File: config.mk
export PLATFORM = sky130hd
export DESIGN_NAME = nh_window_gather
export DESIGN_NICKNAME = d
export VERILOG_FILES = /design/src/rtl/nh_window_gather.sv
export SDC_FILE = /design/constraint.sdc
export NUM_CORES = 1
export LEC_CHECK = 0
export BUFFER_PORTS_ARGS = -buffer_cell sky130_fd_sc_hd__buf_2
export CAP_MARGIN = 10
export CORE_ASPECT_RATIO = 0.5
export CORE_MARGIN = 8
export CORE_UTILIZATION = 50
export DETAILED_ROUTE_END_ITERATION = 10
export PLACE_DENSITY_LB_ADDON = 0.25
export SLEW_MARGIN = 20
export SYNTH_ARGS = -nofsm -noshare
export SYNTH_HDL_FRONTEND = slang
export SYNTH_SLANG_ARGS = --single-unit
File: constraint.sdc
create_clock -name clock -period 4.46 [get_ports clock]
set_input_delay 0 -clock clock [delete_from_list [all_inputs] [get_ports clock]]
set_output_delay 0 -clock clock [all_outputs]
set_load 0.02 [all_outputs]
File: src/rtl/nh_window_gather.sv
// Raster-stream to 2x2 stride-2 neighborhood gatherer. Buffers one image row and
// emits one packed window per pooling position through a valid/ready output slot.
module nh_window_gather #(
    parameter int unsigned NN_WIDTH   = 8,
    parameter int unsigned IMG_WIDTH  = 28,
    parameter int unsigned IMG_HEIGHT = 28,
    localparam int unsigned NEIGHBORHOOD_SIZE = 4
) (
    input  logic                                  clock,
    input  logic                                  reset,
    input  logic [NN_WIDTH-1:0]                   pix_in,
    input  logic                                  pix_valid,
    output logic                                  pix_ready,
    output logic [NEIGHBORHOOD_SIZE*NN_WIDTH-1:0] nh_out,
    output logic                                  nh_valid,
    input  logic                                  nh_ready,
    output logic                                  nh_last
);

    localparam int unsigned ColW = (IMG_WIDTH > 1) ? $clog2(IMG_WIDTH) : 1;
    localparam int unsigned RowW = (IMG_HEIGHT > 1) ? $clog2(IMG_HEIGHT) : 1;
    localparam logic [ColW-1:0] ColLast = ColW'(IMG_WIDTH - 1);
    localparam logic [RowW-1:0] RowLast = RowW'(IMG_HEIGHT - 1);
    localparam logic [ColW-1:0] ColOne  = ColW'(1);
    localparam logic [RowW-1:0] RowOne  = RowW'(1);

    logic [ColW-1:0]                          col_q, col_d, col_left;
    logic [RowW-1:0]                          row_q, row_d;
    logic [NN_WIDTH-1:0]                      bl_q, bl_d;
    logic [NEIGHBORHOOD_SIZE*NN_WIDTH-1:0]    nh_out_q, nh_out_d;
    logic                                     nh_valid_q, nh_valid_d;
    logic                                     nh_last_q, nh_last_d;
    logic [NN_WIDTH-1:0]                      row_buf_q [IMG_WIDTH];
    logic                                     accept, win_done;

    assign pix_ready = !(nh_valid_q && !nh_ready);
    assign accept    = pix_valid && pix_ready;
    assign win_done  = accept && row_q[0] && col_q[0];
    // Window's left column is always the even neighbour of an odd col.
    assign col_left  = col_q & ~ColOne;

    always_comb begin
        col_d      = col_q;
        row_d      = row_q;
        bl_d       = bl_q;
        nh_out_d   = nh_out_q;
        nh_valid_d = nh_valid_q;
        nh_last_d  = nh_last_q;

        if (accept) begin
            if (col_q == ColLast) begin
                col_d = '0;
                row_d = (row_q == RowLast) ? '0 : row_q + RowOne;
            end else begin
                col_d = col_q + ColOne;
            end
            if (row_q[0] && !col_q[0]) begin
                bl_d = pix_in;
            end
        end

        if (nh_valid_q && nh_ready) begin
            nh_valid_d = 1'b0;
            nh_last_d  = 1'b0;
        end

        // A new window on the consuming edge overrides the clear above.
        if (win_done) begin
            nh_out_d   = {pix_in, bl_q, row_buf_q[col_q], row_buf_q[col_left]};
            nh_valid_d = 1'b1;
            nh_last_d  = (row_q == RowLast) && (col_q == ColLast);
        end
    end

    always_ff @(posedge clock or negedge reset) begin
        if (!reset) begin
            col_q      <= '0;
            row_q      <= '0;
            bl_q       <= '0;
            nh_out_q   <= '0;
            nh_valid_q <= 1'b0;
            nh_last_q  <= 1'b0;
        end else begin
            col_q      <= col_d;
            row_q      <= row_d;
            bl_q       <= bl_d;
            nh_out_q   <= nh_out_d;
            nh_valid_q <= nh_valid_d;
            nh_last_q  <= nh_last_d;
        end
    end

    // Written only on even rows, read only on odd rows: no port conflict.
    always_ff @(posedge clock) begin
        if (accept && !row_q[0]) begin
            row_buf_q[col_q] <= pix_in;
        end
    end

    assign nh_out   = nh_out_q;
    assign nh_valid = nh_valid_q;
    assign nh_last  = nh_last_q;

endmodule

==> metrics.cfg <==
[yosys]
synth.avg_cell_area_um2 = 17.21
synth_edf_count = 224
synth_seq_cells = 276
synth_nets = 664
syn-instance-count = 646
ys_seq_area_share_pct = 72.20
async_flop_share_pct = 18.84
synthFlopType = edfxtp_1
yosysWarnings = 0
syn-cell-area_um2 = 11120
synth.distinct_cells = 42

[cts]
cts.repair.resized = 0
worstSkewPairLatency_ns = 0.51
clk_pin_slew_ns = 0.07
clock-sinks = 276
cts_root_buf = clkbuf_16
htreeDepth = 1
postCtsHoldBufs = 4
cts_buffers = 25
clk_path_buf_depth = 3
post-cts-setup-buffers = 0
cts_tree = yes

[cells_and_area]
drive_above_1_share_pct = 21.82
stdcell_count = 1015
area_growth_pct = 11.70
multiInputGateArea_um2 = 2873
design_area_um2 = 12420
diodes = 0
final_util_pct = 57.16
ff_latch_area_um2 = 8033
nets = 715
fillCellCount = 1642

[critical_path]
r2r.worst_path.cells = 3
cp.required_ns = 4.60
regToRegSetupSlack_ns = 1.50
endpoint_kind = flip-flop
worstSetupStartpoint = col_q[4]
crit_fanout = 25
r2r-start = col_q[4]
rr_endpoint = row_buf_q[24][3]
start_kind = flip-flop
cp-endpoint = row_buf_q[24][3]
worstPathArrival_ns = 3.10
criticalPathCategory = reg2reg

[pwr]
p_leak_nw = 4.387
p_per_area_nw_per_um2 = 608.9
p_sw_mw = 2.375
sw_frac_of_total_pct = 31.41
vdd_drop_max_uv = 302.1
seqPwrFrac_pct = 44.8
p_int_mw = 5.188
clockPowerShare_pct = 27.8
power.total_mw = 7.563
power_frac_comb_pct = 27.4

[run]
drv_cap = 0

[floorplan]
start_util_pct = 51.17
dieWidth_um = 226.9
die_h_um = 121.5
row_count = 38
io_pins = 47
core_um2 = 21730
die_area_um2 = 27560

[placement]
port_buffers = 46
place_inst = 966
place_area_um2 = 11600
dp.final_hpwl_um = 15630
place_ws_ns = 1.497
globalplace.congestion = 0.8457

[drt]
top_layer_used = met4
vias = 5965
met2_length_um = 11290
viasPerCell = 5.877
ant_nets = 0
wl_met1_um = 11040
routed_wl_um = 24590
drt_first_iter_violations = 650
drtPass1Iterations = 7
wire_per_inst_um = 24.23
drc = 0
dr_wl_met3_um = 1881

[min_path]
min-delay-path-class = in2reg
whs_path_depth = 3

[global_route]
grt_usage_pct = 18.17
grt_pass1_vias = 5860
overflow = 0
grt_pass1_wl_um = 37540
antenna_found_initial = 0
grt_max_degree = 53

[timing]
rsz0062_at_grt = false
fmax_mhz = 338.4
finClkSkew_ns = 0.01545
fin_crit_ns = 2.956
finalSetupViolCount = 0
fin_crit_sh_pct = 66.27
worst_pin_slew_ns = 0.9954
worst_slack_ns = 1.505
hold_viol = 0
hold_ws_ns = 0.02306
setup_tns_ns = 0
maxSlewHeadroom_pct = 33.64
report.final.slew_viol_count = 0

[outcome]
status = finished, final reports clean

-- cells in the final DEF, fill, tap and decap left out, types with 4 or more instances in the layout --
cell	instances
o22ai_1	9
nor2b_1	7
nor2_1	45
o21ai_0	7
mux2_2	24
nor3_1	5
nand2_1	92
nand3_1	9
inv_1	6
a31oi_1	6
clkinv_1	4
a21oi_1	6
mux4_1	12
dlygate4sd3_1	4
clkbuf_16	25
mux4_2	40
buf_2	46
edfxtp_1	224
buf_4	8
mux2i_1	23
clkbuf_1	11
a211oi_1	5
ha_1	6
dfrtp_1	50
-- metal layers --
layer | vias to the layer above | track usage, %
met5 | - | 0
met4 | 0 | 3.011
met3 | 34 | 3.305
met2 | 214 | 28.42
met1 | 3116 | 26.88
li1 | 2601 | -
-- worst max-delay path, cell delays in order, from the launching register on --
cell and delay, ns:
dfrtp_1 1.00, inv_1 0.52, or2_2 0.47, nor2_1 0.60
-- power groups by stage --
stage | combinational, mW | clock (mW) | sequential (mW)
2_1_floorplan | 1.45 | 0 | 3.41
6_report | 2.08 | 2.10 | 3.39
3_3_place_gp | 2.07 | 0 | 3.43
3_5_place_dp | 2.09 | 0 | 3.44
5_1_grt | 2.23 | 2.22 | 3.43
4_1_cts | 2.09 | 2.12 | 3.39
-- how the worst min path moves through the flow --
stage                     startpoint    endpoint  slack (ns)
after global placement         reset   nh_out[1]        0.16
after CTS                  pix_in[7]  nh_out[31]        0.01
final                      pix_in[6]  nh_out[30]        0.02
after detailed placement       reset   nh_out[3]        0.18
after global routing       pix_in[3]  nh_out[27]        0.04
after floorplan                reset     bl_q[0]       -0.30
-- cell type report --
cell class | instances | area share (%)
Clock buffer | 36 | 5.369
Clock inverter | 9 | 0.9368
Inverter | 7 | 0.2115
Multi-Input combinational cell | 329 | 23.13
Sequential cell | 276 | 64.67
Tap cell | 300 | 3.022
Timing Repair Buffer | 58 | 2.659
-- kinds of logic after synthesis --
| family | count (synthesis) | synth area share, % |
|---|---|---|
| DFF | 276 | 72.20 |
| AOI/OAI and AO/OA | 48 | 2.858 |
| buffers and inverters | 41 | 2.014 |
| and+or+nand+nor | 176 | 6.819 |
| muxes | 99 | 15.44 |
| adders and majority gates | 6 | 0.6751 |
-- sequential cells by signal (all words and copies together) (netlist names) --
| name | flops |
|---|---|
| nh_valid | 1 |
| nh_out | 32 |
| row_q | 5 |
| row_buf_q | 224 |
| bl_q | 8 |
| col_q | 5 |
| nh_last | 1 |
-- synthesized netlist by cell type (all sizes together), types with 6 or more instances --
master | n | area, um^2
nor3 | 6 | 30.03
o21ai | 7 | 35.03
clkbuf | 14 | 52.55
edfxtp | 224 | 6726
dfrtp | 52 | 1301
mux4 | 52 | 1216
a21oi | 6 | 30.03
o22ai | 9 | 56.30
a31oi | 6 | 37.54
buf | 20 | 145.1
inv | 6 | 22.52
nand3 | 9 | 45.04
mux2 | 24 | 270.3
nor2 | 45 | 168.9
mux2i | 23 | 230.2
nand2 | 92 | 345.3
nor2b | 7 | 43.79
ha | 6 | 75.07
Power figures use the tool's default switching activity.
